`config.mk`:
```
export PLATFORM = sky130hd
export DESIGN_NAME = raster_pattern_gen_flat
export DESIGN_NICKNAME = d
export VERILOG_FILES = /design/src/rtl/raster_pkg.sv /design/src/rtl/raster_pattern_gen_if.sv /design/src/rtl/raster_pattern_lut.sv /design/src/rtl/raster_pattern_gen.sv /design/src/flat_wrapper.sv
export SDC_FILE = /design/constraint.sdc
export NUM_CORES = 1
export LEC_CHECK = 0
export ABC_AREA = 1
export CAP_MARGIN = 5
export CELL_PAD_IN_SITES_DETAIL_PLACEMENT = 1
export CELL_PAD_IN_SITES_GLOBAL_PLACEMENT = 2
export CORE_UTILIZATION = 30
export DETAILED_ROUTE_END_ITERATION = 10
export PLACE_DENSITY = 0.78
export SLEW_MARGIN = 20
export SYNTH_ARGS = -nofsm -noshare
export SYNTH_HDL_FRONTEND = slang
export SYNTH_SLANG_ARGS = --single-unit
```
`constraint.sdc`:
```
create_clock -name clk -period 3.9 [get_ports clk]
set_input_delay 0.78 -clock clk [delete_from_list [all_inputs] [get_ports clk]]
set_output_delay 0.78 -clock clk [all_outputs]
set_load 0.02 [all_outputs]
```
`src/rtl/raster_pkg.sv`:
```
// Shared types and constants for the raster pattern generator.
// Latency: n/a (types only).
// Backpressure: n/a.
package raster_pkg;

    localparam int PIX_W = 24;

    typedef logic [PIX_W-1:0] pix_t;

    typedef enum logic [1:0] {
        MODE_SOLID    = 2'd0,
        MODE_GRADIENT = 2'd1,
        MODE_CHECKER  = 2'd2,
        MODE_BARS     = 2'd3
    } mode_t;

    typedef enum logic [1:0] {
        IDLE = 2'd0,
        RUN  = 2'd1,
        DONE = 2'd2
    } state_t;

    // Colour-bar order, left to right: white, yellow, cyan, green, magenta, red, blue, black.
    localparam pix_t BAR_LUT [8] = '{
        24'hFFFFFF, 24'hFFFF00, 24'h00FFFF, 24'h00FF00,
        24'hFF00FF, 24'hFF0000, 24'h0000FF, 24'h000000
    };

endpackage

```
`src/rtl/raster_pattern_gen_if.sv`:
```
// Pixel stream bundle: RGB pixel, coordinates, frame markers, valid/ready.
// Latency: n/a (wiring only).
// Backpressure: master holds all fields while valid && !ready.
interface raster_pattern_gen_if #(
    parameter int X_W = 10,
    parameter int Y_W = 10
);
    import raster_pkg::*;

    pix_t           pixel;
    logic [X_W-1:0] counterX;
    logic [Y_W-1:0] counterY;
    logic           valid;
    logic           ready;
    logic           sof;
    logic           eol;
    logic           eof;

    modport master (output pixel, counterX, counterY, valid, sof, eol, eof, input ready);
    modport slave  (input pixel, counterX, counterY, valid, sof, eol, eof, output ready);

endinterface

```
`src/rtl/raster_pattern_lut.sv`:
```
// Combinational test-pattern pixel from mode, colour, coordinates and bar index.
// Latency: 0 cycles (pure combinational).
// Backpressure: none; caller registers the result.
module raster_pattern_lut
    import raster_pkg::*;
#(
    parameter int X_W         = 10,
    parameter int Y_W         = 10,
    parameter int CHECK_SHIFT = 4
) (
    input  mode_t          mode,
    input  pix_t           color,
    input  logic [X_W-1:0] x,
    input  logic [Y_W-1:0] y,
    input  logic [2:0]     bar,
    output pix_t           pixel
);

    logic [7:0] x8;
    logic [7:0] y8;
    logic       xb;
    logic       yb;

    // Gradient uses the low byte of each coordinate, zero-extended on narrow counters.
    assign x8 = 8'(x);
    assign y8 = 8'(y);
    assign xb = |((x >> CHECK_SHIFT) & X_W'(1));
    assign yb = |((y >> CHECK_SHIFT) & Y_W'(1));

    always_comb begin
        pixel = '0;
        case (mode)
            MODE_SOLID:    pixel = color;
            MODE_GRADIENT: pixel = {x8, y8, 8'h00};
            MODE_CHECKER:  pixel = (xb ^ yb) ? color : '0;
            MODE_BARS:     pixel = BAR_LUT[bar];
            default:       pixel = '0;
        endcase
    end

endmodule

```
`src/rtl/raster_pattern_gen.sv`:
```
// Row-major raster scanner emitting one registered test-pattern pixel per transfer; RASTER_LOOP_EN makes frames repeat.
// Latency: first pixel (0,0) valid on the edge after start is accepted; then one pixel per valid&&ready.
// Backpressure: pixel/coords/markers frozen while valid&&!ready; only abort may drop valid mid-frame.
module raster_pattern_gen
    import raster_pkg::*;
#(
    parameter int H_ACTIVE    = 640,
    parameter int V_ACTIVE    = 480,
    parameter int X_W         = 10,
    parameter int Y_W         = 10,
    parameter int CHECK_SHIFT = 4
) (
    input  logic                        clk,
    input  logic                        rst,
    input  logic                        start,
    input  logic                        abort,
    input  logic [1:0]                  mode,
    input  pix_t                        color,
    output logic                        busy,
    output logic                        done,
    raster_pattern_gen_if.master        pix_if
);

    localparam logic [X_W-1:0] X_LAST   = X_W'(H_ACTIVE - 1);
    localparam logic [Y_W-1:0] Y_LAST   = Y_W'(V_ACTIVE - 1);
    localparam logic [X_W-1:0] BAR_LAST = X_W'(H_ACTIVE / 8 - 1);

    state_t         state, state_nx;
    logic [X_W-1:0] x_q, x_nx, bcnt_q, bcnt_nx;
    logic [Y_W-1:0] y_q, y_nx;
    logic [2:0]     bar_q, bar_nx;
    mode_t          mode_q, mode_nx;
    pix_t           color_q, color_nx, pix_q, pix_nx;
    logic           valid_q, valid_nx, done_q, done_nx;
    logic           sof_q, eol_q, eof_q;
    logic           load, clear, xfer, last;

    assign xfer = valid_q && pix_if.ready;
    assign last = (x_q == X_LAST) && (y_q == Y_LAST);

    always_ff @(posedge clk or posedge rst) begin
        if (rst) state <= IDLE;
        else     state <= state_nx;
    end

    always_comb begin
        state_nx = state;
        x_nx     = x_q;
        y_nx     = y_q;
        bar_nx   = bar_q;
        bcnt_nx  = bcnt_q;
        mode_nx  = mode_q;
        color_nx = color_q;
        valid_nx = valid_q;
        done_nx  = done_q;
        load     = 1'b0;
        clear    = 1'b0;
        if (abort) begin
            state_nx = IDLE;
            valid_nx = 1'b0;
            done_nx  = 1'b0;
            x_nx     = '0;
            y_nx     = '0;
            clear    = 1'b1;
        end else begin
            case (state)
                IDLE, DONE: begin
                    if (start) begin
                        state_nx = RUN;
                        valid_nx = 1'b1;
                        done_nx  = 1'b0;
                        x_nx     = '0;
                        y_nx     = '0;
                        bar_nx   = '0;
                        bcnt_nx  = BAR_LAST;
                        mode_nx  = mode_t'(mode);
                        color_nx = color;
                        load     = 1'b1;
                    end
                end
                RUN: begin
`ifdef RASTER_LOOP_EN
                    done_nx = 1'b0;
`endif
                    if (xfer) begin
                        if (last) begin
`ifdef RASTER_LOOP_EN
                            // Wrap straight into the next frame with freshly latched settings.
                            done_nx  = 1'b1;
                            x_nx     = '0;
                            y_nx     = '0;
                            bar_nx   = '0;
                            bcnt_nx  = BAR_LAST;
                            mode_nx  = mode_t'(mode);
                            color_nx = color;
                            load     = 1'b1;
`else
                            state_nx = DONE;
                            valid_nx = 1'b0;
                            done_nx  = 1'b1;
                            x_nx     = '0;
                            y_nx     = '0;
                            clear    = 1'b1;
`endif
                        end else if (x_q == X_LAST) begin
                            x_nx    = '0;
                            y_nx    = y_q + Y_W'(1);
                            bar_nx  = '0;
                            bcnt_nx = BAR_LAST;
                            load    = 1'b1;
                        end else begin
                            x_nx = x_q + X_W'(1);
                            load = 1'b1;
                            if (bcnt_q == '0) begin
                                bar_nx  = bar_q + 3'd1;
                                bcnt_nx = BAR_LAST;
                            end else begin
                                bcnt_nx = bcnt_q - X_W'(1);
                            end
                        end
                    end
                end
                default: state_nx = IDLE;
            endcase
        end
    end

    raster_pattern_lut #(
        .X_W         (X_W),
        .Y_W         (Y_W),
        .CHECK_SHIFT (CHECK_SHIFT)
    ) u_lut (
        .mode  (mode_nx),
        .color (color_nx),
        .x     (x_nx),
        .y     (y_nx),
        .bar   (bar_nx),
        .pixel (pix_nx)
    );

    always_ff @(posedge clk or posedge rst) begin
        if (rst) begin
            x_q     <= '0;
            y_q     <= '0;
            bar_q   <= '0;
            bcnt_q  <= '0;
            mode_q  <= MODE_SOLID;
            color_q <= '0;
            pix_q   <= '0;
            valid_q <= 1'b0;
            done_q  <= 1'b0;
            sof_q   <= 1'b0;
            eol_q   <= 1'b0;
            eof_q   <= 1'b0;
        end else begin
            x_q     <= x_nx;
            y_q     <= y_nx;
            bar_q   <= bar_nx;
            bcnt_q  <= bcnt_nx;
            mode_q  <= mode_nx;
            color_q <= color_nx;
            valid_q <= valid_nx;
            done_q  <= done_nx;
            if (load) begin
                pix_q <= pix_nx;
                sof_q <= (x_nx == '0) && (y_nx == '0);
                eol_q <= (x_nx == X_LAST);
                eof_q <= (x_nx == X_LAST) && (y_nx == Y_LAST);
            end else if (clear) begin
                sof_q <= 1'b0;
                eol_q <= 1'b0;
                eof_q <= 1'b0;
            end
        end
    end

    assign pix_if.pixel    = pix_q;
    assign pix_if.counterX = x_q;
    assign pix_if.counterY = y_q;
    assign pix_if.valid    = valid_q;
    assign pix_if.sof      = sof_q;
    assign pix_if.eol      = eol_q;
    assign pix_if.eof      = eof_q;
    assign busy            = (state == RUN);
    assign done            = done_q;

endmodule
```
`src/flat_wrapper.sv`:
```
// flat-port wrapper written by rule: the top's interface ports become plain ports
module raster_pattern_gen_flat import raster_pkg::*;
#(
    parameter int H_ACTIVE    = 640,
    parameter int V_ACTIVE    = 480,
    parameter int X_W         = 10,
    parameter int Y_W         = 10,
    parameter int CHECK_SHIFT = 4
)
  (clk, rst, start, abort, mode, color, busy, done, pix_if_pixel, pix_if_counterX, pix_if_counterY, pix_if_valid, pix_if_sof, pix_if_eol, pix_if_eof, pix_if_ready);
  raster_pattern_gen_if #(.X_W(X_W), .Y_W(Y_W)) pix_if_i ();
  input  logic clk;
  input  logic rst;
  input  logic start;
  input  logic abort;
  input  logic [1:0] mode;
  input  pix_t color;
  output logic busy;
  output logic done;
  output wire logic [$bits(pix_if_i.pixel)-1:0] pix_if_pixel;
  output wire logic [$bits(pix_if_i.counterX)-1:0] pix_if_counterX;
  output wire logic [$bits(pix_if_i.counterY)-1:0] pix_if_counterY;
  output wire logic [$bits(pix_if_i.valid)-1:0] pix_if_valid;
  output wire logic [$bits(pix_if_i.sof)-1:0] pix_if_sof;
  output wire logic [$bits(pix_if_i.eol)-1:0] pix_if_eol;
  output wire logic [$bits(pix_if_i.eof)-1:0] pix_if_eof;
  input wire logic [$bits(pix_if_i.ready)-1:0] pix_if_ready;
  assign pix_if_pixel = pix_if_i.pixel;
  assign pix_if_counterX = pix_if_i.counterX;
  assign pix_if_counterY = pix_if_i.counterY;
  assign pix_if_valid = pix_if_i.valid;
  assign pix_if_sof = pix_if_i.sof;
  assign pix_if_eol = pix_if_i.eol;
  assign pix_if_eof = pix_if_i.eof;
  assign pix_if_i.ready = pix_if_ready;
  raster_pattern_gen #(.H_ACTIVE(H_ACTIVE), .V_ACTIVE(V_ACTIVE), .X_W(X_W), .Y_W(Y_W), .CHECK_SHIFT(CHECK_SHIFT)) u_core (.clk(clk), .rst(rst), .start(start), .abort(abort), .mode(mode), .color(color), .busy(busy), .done(done), .pix_if(pix_if_i));
endmodule
```
==> summary.txt <==
Outcome
  – Outcome: finished clean

Global routing
  – Total track usage: 21.0%
  – First-pass GRT wire length: 29800 µm
  – Largest net degree at the start of global routing: 51
  – Congestion Overflow GR: 0
  – Vias in the first global route: 5628
  – Initial antenna violation count: 0

Clocking
  – Num CTS Buffers: 9
  – # clock sinks: 90
  – Clk slew on worst S/H paths: 60 ps
  – CTS tree: yes
  – Post-CTS Setup Bufs: 0
  – CTS HTree Levels: 3
  – Post-CTS sizing: 0
  – Clk_lat worst skew: roughly 350 ps
  – CTS Hold Bufs: 0
  – Clock buffer depth: 2
  – CTS root buffer: clkbuf_16

Critical path
  – FF-to-FF Start: u_core.pix_if.counterX[0]
  – Critical path launch point type: primary input
  – CP arrival: between 3000 and 4000 ps
  – CP required: 4190 ps
  – R2R setup slack: between 1000 and 1500 ps
  – CP endpoint kind: flip-flop
  – Worst-path maximum fanout: 14
  – Reg-to-Reg End: u_core.pix_if.pixel[11]
  – Depth of the most critical reg-to-reg path: 11
  – Crit Path Class: in -> reg

Synthesis
  – Register bit count reported by yosys: 90
  – Netlist Area Pre-Place: 0.00540 mm²
  – Syn Inst Count: 807
  – Syn Area/Cell: between 6 and 7 µm²
  – Distinct cells, synth: 38
  – Ys Warns: 0
  – Post-Synthesis Net Count: ~840
  – Synth area leader: dfrtp_1
  – Yosys top cell area share: 41.7%
  – Sequential fraction of the synthesis area: 41.7%
  – Top cells by area, synth: dfrtp_1 42%, nand2_1 22%, nor2_1 8.9%

Floorplan
  – Core area: 0.0174 mm²
  – Chip width: 136 µm
  – Row cnt: 48
  – I/O pin cnt: between 80 and 90
  – Die Ht: 136 µm
  – Starting density of the core: 31.0%
  – Die area: 0.0185 mm²

Pwr
  – Sequential fraction of design power: between 30 and 40%
  – Leak pwr: 3.37 nW
  – Pwr/cell area: 447 mW/mm²
  – Peak VDD IR: approximately 260 µV
  – Sw Pwr: 1.04 mW
  – Clock network power share: between 20% and 30%
  – Total internal power: 1.96 mW
  – Combinational share of power: 30.8%
  – Sw frac: roughly 35%

Route
  – WL final: 18200 µm
  – DRC errors left: 0
  – Drt pass-1 iters: 4
  – Starting DRT DRC Count: 252
  – Routed vias/inst: ~4.9
  – Routed WL per cell: approximately 16 µm
  – Via count: 5395
  – Final ANT Viol Nets: 0

Cells and area
  – Ant. Diodes: 0
  – Most frequent cells in the layout: 315 x nand2_1, 128 x nor2_1, 90 x dfrtp_1
  – Nets: around 920
  – Finished Cell Area: 0.00671 mm²
  – P&R area growth vs syn: 24.3%
  – Commonest non-fill, non-tap cell in the layout: nand2_1
  – Fraction of layout instances using a drive strength above 1: 7.11%

Hold path
  – Hold path start: u_core.done
  – Hold Path Class: reg -> reg
  – Hold EP: u_core.done
  – Worst Hold Path Cells: 2

Timing
  – Final Hold Fails: 0
  – Slew Viols, Final: 0
  – Setup TNS: 0 ps
  – Max Freq: 306 MHz
  – Clock skew: 9.92 ps
  – Pin slew with the least headroom to its limit: 780 ps
  – Worst rel slew slack: between 40% and 50%
  – Unrepaired setup endpoints after global routing: false
  – Tmin final: 3270 ps
  – Final Cycle Share: between 80% and 90%
  – Finish-stage setup viols: 0
  – Tightest hold margin: 477 ps
  – Final WS setup: 630 ps

Place
  – Placer Congestion: 0.854
  – Dpl ws: 291 ps
  – Post-DP Area: 0.00642 mm²
  – Port bufs: 80
  – DPL Wire Length: roughly 13000 µm

Run
  – Maxcap violations: 0
-- power groups by stage --
stage | Combinational [mW] | Sequential (mW) | Clock [mW]
global route | 1.02 | 1.21 | 0.947
global placement | 0.918 | 1.20 | 0
detailed placement | 0.937 | 1.20 | 0
finish | 0.921 | 1.19 | 0.883
CTS | 0.941 | 1.19 | 0.912
floorplan | 0.418 | 1.31 | 0
-- cells by family after synthesis --
group	after synthesis	share of synthesized area (%)
and+or+nand+nor	558	43.6
buffers and inverters	104	8.05
DFF	90	41.7
AOI/OAI and AO/OA	48	5.17
adders and majority gates	4	0.928
xor gates and xnor gates	3	0.487
-- critical path: stages --
cell	delay [ps]
clkdlybuf4s50_1	400
nand2_1	500
clkinv_1	470
nand4_1	410
nand3_1	120
nand2_1	80
nand2_1	110
clkinv_1	90
nand2_1	50
nor2_1	120
nand3b_1	130
nor2_1	130
nand3_1	100
nand2_1	70
-- metrics by stage --
| step | util (%) | cells | power, mW |
|---|---|---|---|
| floorplan | - | 807 | 1.72 |
| global placement | 36.9 | 1096 | 2.12 |
| detailed placement | 36.9 | 1096 | 2.14 |
| CTS | 38.5 | 1111 | 3.05 |
| global route | 38.5 | 1111 | 3.18 |
| finish | 38.5 | 1111 | 3.00 |
-- per-layer routing --
metal	GRT usage (%)	part of all wire (%)	vias up	wire length (µm)
met4	6.98	1.6	0	284
met1	27.5	48	2623	8740
met5	0	0	-	0
li1	-	-	2665	-
met2	35.5	48	90	8660
met3	2.54	2.6	17	474
-- how the worst max path moves through the flow --
stage	start	to	slack (ps)	cells past startpoint
floorplan	rst	u_core.bar_q[0]	780	1
global placement	pix_if_ready	u_core.pix_if.eof	230	14
detailed placement	pix_if_ready	u_core.pix_if.eof	290	14
CTS	pix_if_ready	u_core.pix_if.eof	640	14
global route	pix_if_ready	u_core.pix_if.eof	410	14
finish	pix_if_ready	u_core.pix_if.eof	630	14
-- layout make-up --
cell class | count | area, µm²
clock buffer | 12 | 246
clock inverter | 3 | 40.0
fill | 2250 | 10700
inverter | 79 | 298
multi-input combinational | 613 | 2710
sequential | 90 | 2250
tap | 225 | 282
timing repair buffer | 89 | 881
-- Yosys cell counts, drive strengths merged --
| cell type | n |
|---|---|
| or2 | 4 |
| dfrtp | 90 |
| nor2 | 140 |
| nand3 | 69 |
| nor3b | 1 |
| a31o | 1 |
| nand3b | 3 |
| o211ai | 3 |
| o21ai | 23 |
| nor3 | 11 |
| buf | 21 |
| a21oi | 17 |
| ha | 4 |
| a211oi | 1 |
| inv | 76 |
| clkinv | 3 |
| o21bai | 2 |
| nand2 | 321 |
| nand4 | 9 |
| xor2 | 3 |
| clkbuf | 4 |
| a31oi | 1 |
-- sequential cells by signal, indices dropped and copies added, names as in the netlist, 2 cells and up --
name and cells:
u_core.state 2, u_core.color_q 24, u_core.pix_if.pixel 24, u_core.bar_q 3, u_core.pix_if.counterY 10, u_core.bcnt_q 10, u_core.pix_if.counterX 10, u_core.mode_q 2
Note: power is estimated with default switching activity, not from simulation.
